===== config.mk =====
export PLATFORM = sky130hd
export DESIGN_NAME = muldiv_unit
export DESIGN_NICKNAME = d
export VERILOG_FILES = /design/src/rtl/muldiv_unit_pkg.sv /design/src/rtl/muldiv_unit_div_iter.sv /design/src/rtl/muldiv_unit.sv
export SDC_FILE = /design/constraint.sdc
export NUM_CORES = 2
export LEC_CHECK = 0
export CAP_MARGIN = 10
export CORE_MARGIN = 2
export CORE_UTILIZATION = 58
export DETAILED_ROUTE_END_ITERATION = 8
export HOLD_SLACK_MARGIN = 0.1
export PLACE_DENSITY = 0.76
export SYNTH_ARGS = -nofsm -noshare
export SYNTH_HDL_FRONTEND = slang
export SYNTH_SLANG_ARGS = --single-unit

===== constraint.sdc =====
create_clock -name clk -period 16 [get_ports clk]
set_input_delay 3.2 -clock clk [delete_from_list [all_inputs] [get_ports clk]]
set_output_delay 3.2 -clock clk [all_outputs]
set_load 0.01 [all_outputs]

===== src/rtl/muldiv_unit_pkg.sv =====
// Shared ALU funct encodings and the operation decode used by the multiply/divide unit.
package muldiv_unit_pkg;

  localparam logic [5:0] FUNCT_MFHI  = 6'h10;
  localparam logic [5:0] FUNCT_MTHI  = 6'h11;
  localparam logic [5:0] FUNCT_MFLO  = 6'h12;
  localparam logic [5:0] FUNCT_MTLO  = 6'h13;
  localparam logic [5:0] FUNCT_MULT  = 6'h18;
  localparam logic [5:0] FUNCT_MULTU = 6'h19;
  localparam logic [5:0] FUNCT_DIV   = 6'h1a;
  localparam logic [5:0] FUNCT_DIVU  = 6'h1b;

  typedef enum logic [2:0] {
    OpNone,
    OpMult,
    OpMultu,
    OpDiv,
    OpDivu,
    OpMthi,
    OpMtlo
  } md_op_e;

  function automatic md_op_e decode_op(input logic [5:0] funct);
    md_op_e op;
    case (funct)
      FUNCT_MULT:  op = OpMult;
      FUNCT_MULTU: op = OpMultu;
      FUNCT_DIV:   op = OpDiv;
      FUNCT_DIVU:  op = OpDivu;
      FUNCT_MTHI:  op = OpMthi;
      FUNCT_MTLO:  op = OpMtlo;
      default:     op = OpNone;
    endcase
    return op;
  endfunction

endpackage


===== src/rtl/muldiv_unit_div_iter.sv =====
// Unsigned radix-2 restoring divider: one quotient bit per cycle, DATA_WIDTH cycles per divide.
// done is asserted during the final iteration with quotient/remainder valid combinationally.
module muldiv_unit_div_iter
  import muldiv_unit_pkg::*;
#(
  parameter int unsigned DATA_WIDTH = 32
) (
  input  logic                  clk,
  input  logic                  rst,
  input  logic                  start,
  input  logic                  abort,
  input  logic [DATA_WIDTH-1:0] dividend,
  input  logic [DATA_WIDTH-1:0] divisor,
  output logic                  done,
  output logic [DATA_WIDTH-1:0] quotient,
  output logic [DATA_WIDTH-1:0] remainder
);

  localparam int unsigned CntW = $clog2(DATA_WIDTH);
  localparam logic [CntW-1:0] CntLast = CntW'(DATA_WIDTH - 1);

  logic                  busy_q;
  logic [CntW-1:0]       cnt_q;
  logic [DATA_WIDTH-1:0] rem_q;
  logic [DATA_WIDTH-1:0] quo_q;
  logic [DATA_WIDTH-1:0] div_q;

  logic [DATA_WIDTH:0]   shifted;
  logic [DATA_WIDTH:0]   diff;
  logic [DATA_WIDTH-1:0] rem_next;
  logic [DATA_WIDTH-1:0] quo_next;

  // quo_q starts as the dividend and shifts its bits into the partial remainder
  assign shifted  = {rem_q, quo_q[DATA_WIDTH-1]};
  assign diff     = shifted - {1'b0, div_q};
  assign rem_next = diff[DATA_WIDTH] ? shifted[DATA_WIDTH-1:0] : diff[DATA_WIDTH-1:0];
  assign quo_next = {quo_q[DATA_WIDTH-2:0], ~diff[DATA_WIDTH]};

  assign done      = busy_q && (cnt_q == CntLast);
  assign quotient  = quo_next;
  assign remainder = rem_next;

  always_ff @(posedge clk) begin
    if (rst || abort) begin
      busy_q <= 1'b0;
      cnt_q  <= '0;
      rem_q  <= '0;
      quo_q  <= '0;
      div_q  <= '0;
    end else if (start) begin
      busy_q <= 1'b1;
      cnt_q  <= '0;
      rem_q  <= '0;
      quo_q  <= dividend;
      div_q  <= divisor;
    end else if (busy_q) begin
      rem_q <= rem_next;
      quo_q <= quo_next;
      cnt_q <= cnt_q + CntW'(1);
      if (done) begin
        busy_q <= 1'b0;
      end
    end
  end

endmodule


===== src/rtl/muldiv_unit.sv =====
// EX-stage multi-cycle multiply/divide unit owning the architectural HI/LO registers.
// Stalls the pipeline while a MULT/DIV runs, then releases it for exactly one DONE cycle.
module muldiv_unit
  import muldiv_unit_pkg::*;
#(
  parameter int unsigned DATA_WIDTH = 32,
  parameter int unsigned MUL_CYCLES = 2
) (
  input  logic                  clk,
  input  logic                  rst,
  input  logic                  valid_in,
  input  logic [5:0]            funct,
  input  logic [DATA_WIDTH-1:0] operand_a,
  input  logic [DATA_WIDTH-1:0] operand_b,
  input  logic                  flush,
  output logic                  stall_req,
  output logic [DATA_WIDTH-1:0] hi,
  output logic [DATA_WIDTH-1:0] lo
);

  localparam logic [1:0] StIdle = 2'd0;
  localparam logic [1:0] StMul  = 2'd1;
  localparam logic [1:0] StDiv  = 2'd2;
  localparam logic [1:0] StDone = 2'd3;

  localparam int unsigned CntW      = (MUL_CYCLES > 1) ? $clog2(MUL_CYCLES) : 1;
  localparam int unsigned PipeDepth = (MUL_CYCLES > 1) ? MUL_CYCLES - 1 : 1;
  localparam logic [CntW-1:0] CntLast = CntW'(MUL_CYCLES - 1);

  logic [1:0]            state_q, state_d;
  logic [CntW-1:0]       cnt_q, cnt_d;
  logic [DATA_WIDTH-1:0] hi_q, hi_d;
  logic [DATA_WIDTH-1:0] lo_q, lo_d;
  logic [DATA_WIDTH-1:0] op_a_q, op_b_q;
  logic                  signed_q;

  md_op_e op;
  logic   is_mul, is_div, accept;

  assign op     = decode_op(funct);
  assign is_mul = (op == OpMult) || (op == OpMultu);
  assign is_div = (op == OpDiv) || (op == OpDivu);
  assign accept = (state_q == StIdle) && valid_in && !flush;

  // Multiplier: sign- or zero-extend to 2W so a plain 2W-bit product is correct for both modes
  logic [2*DATA_WIDTH-1:0] mul_a_ext, mul_b_ext, product, mul_result;
  logic [2*DATA_WIDTH-1:0] pipe_q [PipeDepth];

  assign mul_a_ext = signed_q ? {{DATA_WIDTH{op_a_q[DATA_WIDTH-1]}}, op_a_q}
                              : {{DATA_WIDTH{1'b0}}, op_a_q};
  assign mul_b_ext = signed_q ? {{DATA_WIDTH{op_b_q[DATA_WIDTH-1]}}, op_b_q}
                              : {{DATA_WIDTH{1'b0}}, op_b_q};
  assign product   = mul_a_ext * mul_b_ext;

  always_ff @(posedge clk) begin
    pipe_q[0] <= product;
    for (int i = 1; i < int'(PipeDepth); i++) begin
      pipe_q[i] <= pipe_q[i-1];
    end
  end

  // HI/LO is the last stage of the chain, so the chain itself is one shorter than MUL_CYCLES
  assign mul_result = (MUL_CYCLES > 1) ? pipe_q[PipeDepth-1] : product;

  // Divider: magnitudes go to the unsigned core, signs are restored on writeback
  logic                  a_neg, b_neg;
  logic [DATA_WIDTH-1:0] abs_a, abs_b;
  logic                  div_start, div_done;
  logic [DATA_WIDTH-1:0] div_quo, div_rem;
  logic [DATA_WIDTH-1:0] quo_fix, rem_fix, div_hi, div_lo;
  logic                  quo_neg, rem_neg, div_by_zero;

  assign a_neg     = (op == OpDiv) && operand_a[DATA_WIDTH-1];
  assign b_neg     = (op == OpDiv) && operand_b[DATA_WIDTH-1];
  assign abs_a     = a_neg ? -operand_a : operand_a;
  assign abs_b     = b_neg ? -operand_b : operand_b;
  assign div_start = accept && is_div;

  muldiv_unit_div_iter #(
    .DATA_WIDTH(DATA_WIDTH)
  ) u_div_iter (
    .clk      (clk),
    .rst      (rst),
    .start    (div_start),
    .abort    (flush),
    .dividend (abs_a),
    .divisor  (abs_b),
    .done     (div_done),
    .quotient (div_quo),
    .remainder(div_rem)
  );

  assign quo_neg     = signed_q && (op_a_q[DATA_WIDTH-1] ^ op_b_q[DATA_WIDTH-1]);
  assign rem_neg     = signed_q && op_a_q[DATA_WIDTH-1];
  assign div_by_zero = (op_b_q == '0);
  assign quo_fix     = quo_neg ? -div_quo : div_quo;
  assign rem_fix     = rem_neg ? -div_rem : div_rem;
  assign div_lo      = div_by_zero ? '1 : quo_fix;
  assign div_hi      = div_by_zero ? op_a_q : rem_fix;

  always_comb begin
    stall_req = 1'b0;
    if (!flush) begin
      case (state_q)
        StIdle:       stall_req = valid_in && (is_mul || is_div);
        StMul, StDiv: stall_req = 1'b1;
        default:      stall_req = 1'b0;
      endcase
    end
  end

  always_comb begin
    state_d = state_q;
    cnt_d   = cnt_q;
    hi_d    = hi_q;
    lo_d    = lo_q;
    if (flush) begin
      state_d = StIdle;
      cnt_d   = '0;
    end else begin
      case (state_q)
        StIdle: begin
          if (valid_in) begin
            case (op)
              OpMult, OpMultu: begin
                state_d = StMul;
                cnt_d   = '0;
              end
              OpDiv, OpDivu: state_d = StDiv;
              OpMthi:        hi_d = operand_a;
              OpMtlo:        lo_d = operand_a;
              default:       ;
            endcase
          end
        end
        StMul: begin
          if (cnt_q == CntLast) begin
            {hi_d, lo_d} = mul_result;
            state_d      = StDone;
            cnt_d        = '0;
          end else begin
            cnt_d = cnt_q + CntW'(1);
          end
        end
        StDiv: begin
          if (div_done) begin
            hi_d    = div_hi;
            lo_d    = div_lo;
            state_d = StDone;
          end
        end
        default: state_d = StIdle;
      endcase
    end
  end

  always_ff @(posedge clk) begin
    if (rst) begin
      state_q  <= StIdle;
      cnt_q    <= '0;
      hi_q     <= '0;
      lo_q     <= '0;
      op_a_q   <= '0;
      op_b_q   <= '0;
      signed_q <= 1'b0;
    end else begin
      state_q <= state_d;
      cnt_q   <= cnt_d;
      hi_q    <= hi_d;
      lo_q    <= lo_d;
      if (accept && (is_mul || is_div)) begin
        op_a_q   <= operand_a;
        op_b_q   <= operand_b;
        signed_q <= (op == OpMult) || (op == OpDiv);
      end
    end
  end

  assign hi = hi_q;
  assign lo = lo_q;

endmodule

==> impl_metrics.py <==
metrics = {
    "sta": {
        "final.setup.worst_slack_ps": 4850,
        "drv_slew": 0,
        "finalHoldViolCount": 0,
        "rsz0062_at_grt": "false",
        "timing.hold.ws_ps": 466,
        "post-route-period-util": 0.697,
        "fmax_mhz": 89.7,
        "finClkSkew_ps": 12.0,
        "tightest_slew_ps": 1230,
        "period_minus_slack_ps": 11150,
        "fin_setup_tns_ps": 0,
        "slew_headroom": 0.183,
        "finalSetupViolations": 0,
    },
    "clocking": {
        "clkSinkCount": 298,
        "clkTransAtPathRegs_ps": 70,
        "cts_buffers": 27,
        "htreeDepth": 1,
        "insertion_delay_ps": 580,
        "cts_tree": "yes",
        "cts-resized-gates": 0,
        "root_buffer": "clkbuf_16",
        "cts_hold_buf": 0,
        "clock_path_buffers": 3,
        "cts_setup_buffers": 0,
    },
    "yosys": {
        "synth_area_sq_um": 64200,
        "syn_nets": 9038,
        "synthDistinctLibCells": 84,
        "ys_seq_area_frac": 0.0929,
        "async_flop_share": 0,
        "avgSynthCellArea_sq_um": 8.93,
        "synth-main-ff-cell": "dfxtp_1",
        "synth_edf_count": 0,
        "synthCells": 7189,
        "ys_warn_count": 0,
        "ys_seq_elements": 298,
    },
    "flow_run": {
        "max_cap_viol_count": 0,
    },
    "worst_setup_path": {
        "crit_top_cell": "fa_1",
        "r2r_end": "pipe_q[0][63]",
        "crit_path_end": "pipe_q[0][63]",
        "end_kind": "flip-flop",
        "critPathLaunchType": "flip-flop",
        "critical_path_required_ps": 16440,
        "max_stage_delay_ps": 1040,
        "crit_slowest_cell": "and2_2",
        "rrSetupSlack_ps": 4850,
        "path_class": "reg2reg",
        "rr_worst_depth": 29,
        "cp-startpoint": "op_a_q[31]",
        "rr_startpoint": "op_a_q[31]",
        "arrival_ps": 11590,
        "cp_max_fo": 47,
    },
    "detailed_routing": {
        "via_per_inst": 5.86,
        "wl_um": 197000,
        "antenna_left": 0,
        "drt_iter0_drc": 5244,
        "drc_errors": 0,
        "vias": 50000,
        "dr.pass1.iters": 6,
        "wl_per_cell_um": 23.1,
    },
    "outcome": {
        "status": "finished clean",
    },
    "grt": {
        "grt_pass1_vias": 52800,
        "grt_max_degree": 80,
        "antenna_found_initial": 9,
        "grt_first_pass_wirelength_um": 307000,
        "track_usage": 0.358,
        "grt_overflow_total": 0,
    },
    "placement": {
        "io_buffers": 138,
        "hpwl_um": 154000,
        "place.gp.congestion": 1.02,
        "post-place-ws_ps": 4960,
    },
    "die": {
        "die_area_sq_um": 113000,
        "die_h_um": 337,
        "dieWidth_um": 337,
        "rows": 122,
        "io_pins": 139,
        "initial_core_util": 0.582,
        "core_sq_um": 110000,
    },
    "power": {
        "power.density_nw_per_um2": 24.6,
        "ir_drop_uv": 67.4,
        "leakagePower_nw": 33.0,
    },
    "final_layout": {
        "multi_input_area_sq_um": 50600,
        "regArea_sq_um": 5980,
        "syn2layout_area_growth_pct": 5.16,
        "fillers": 9293,
        "drive_gt1_frac": 0.0248,
        "nNetsFinal": 8883,
    },
    "min_path": {
        "worstHoldPathType": "reg2reg",
    },
}
==> cells in the mapped netlist (all sizes together), types with 28 or more instances <==
cell | n | area [sq um]
a211oi | 73 | 578
a21o | 64 | 480
a21oi | 265 | 1330
and2 | 581 | 3630
and3 | 28 | 180
buf | 40 | 185
clkbuf | 363 | 1370
dfxtp | 298 | 5970
fa | 1419 | 28400
ha | 356 | 4450
inv | 1622 | 6090
mux2i | 64 | 641
nand2 | 851 | 3190
nand3 | 42 | 210
nor2 | 250 | 938
nor3 | 49 | 245
o21ai | 122 | 611
o22ai | 34 | 213
xnor2 | 166 | 1460
xor2 | 96 | 841
==> metal layers <==
metal  up-vias  GRT usage  part of all wire
met2      3070      0.538              0.43
met4         0      0.181             0.061
met1     25100      0.471              0.38
met5         -          0                 0
li1      21300          -                 -
met3       583      0.107              0.14
==> cells in the final DEF (no fill, tap or decap), types with 27 or more instances in the layout <==
cell type        count
nor2_1             249
fa_1              1419
dfxtp_1            287
xor2_1              96
and2_1             580
a21oi_1            265
nor3_1              49
xnor2_1            165
nand2_1            850
buf_4               82
clkbuf_16           27
a21o_1              63
mux2i_1             64
o21ai_0            120
a211oi_1            70
clkdlybuf4s50_1    137
nand3_1             41
ha_1               354
o22ai_1             34
and3_1              27
inv_1             1621
==> state kept, by name, indices dropped and copies added, names as in the netlist, 2 cells and up <==
name,flops
state_q,2
u_div_iter.cnt_q,5
u_div_iter.div_q,32
u_div_iter.quo_q,32
lo,32
op_a_q,32
u_div_iter.rem_q,32
hi,32
pipe_q,64
op_b_q,32
==> where the power goes <==
part / internal, mW / leakage [nW] / total, mW / switching (mW)
Sequential: 0.744 / 2.41 / 0.748 / 0.00402
Clock: 0.388 / 0.468 / 0.715 / 0.327
Combinational: 0.0618 / 30.1 / 0.196 / 0.134
==> kinds of logic after synthesis <==
family,Yosys count,share of synthesized area
adders and majority gates,1775,0.512
DFF,298,0.0929
muxes,64,0.00998
AOI/OAI and AO/OA,822,0.0845
buffers and inverters,2025,0.119
and+or+nand+nor,1943,0.146
xor gates and xnor gates,262,0.0359
==> worst min-delay path by stage <==
stage                               end  cells past startpoint           startpoint
finish                           hi[13]                      2               hi[13]
CTS                              hi[13]                      2               hi[13]
detailed placement           op_a_q[21]                      2           op_a_q[21]
global placement    u_div_iter.div_q[0]                      2  u_div_iter.div_q[0]
global route                      hi[2]                      2                hi[2]
floorplan           u_div_iter.div_q[0]                      2  u_div_iter.div_q[0]
==> layout make-up <==
cell class                 instances  area share
multi-input combinational       4866       0.750
inverter                        1622      0.0902
sequential                       298      0.0886
timing repair buffer             219      0.0294
tap                             1488      0.0276
clock buffer                      29      0.0104
clock inverter                    19     0.00339
antenna                            4    0.000148
==> critical path: cells and delay by family (launching register included) <==
family,cells,cell delay [ps]
flip-flops,1,310
adder cells (fa/ha/maj),11,5970
AND/OR/NAND/NOR,4,1950
buffers and inverters,6,960
AO/OA/AOI/OAI,7,1690
XOR/XNOR,1,80
==> stage by stage <==
| stage | power (mW) | cell area, sq um | util | cells |
|---|---|---|---|---|
| floorplan | 0.869 | 64200 | - | 7189 |
| global placement | 0.950 | 66600 | 0.604 | 8493 |
| detailed placement | 0.951 | 66600 | 0.604 | 8493 |
| CTS | 1.65 | 67500 | 0.612 | 8541 |
| global route | 1.69 | 67500 | 0.612 | 8544 |
| finish | 1.66 | 67500 | 0.612 | 8545 |
No activity file was read; power rests on OpenSTA's default activity.
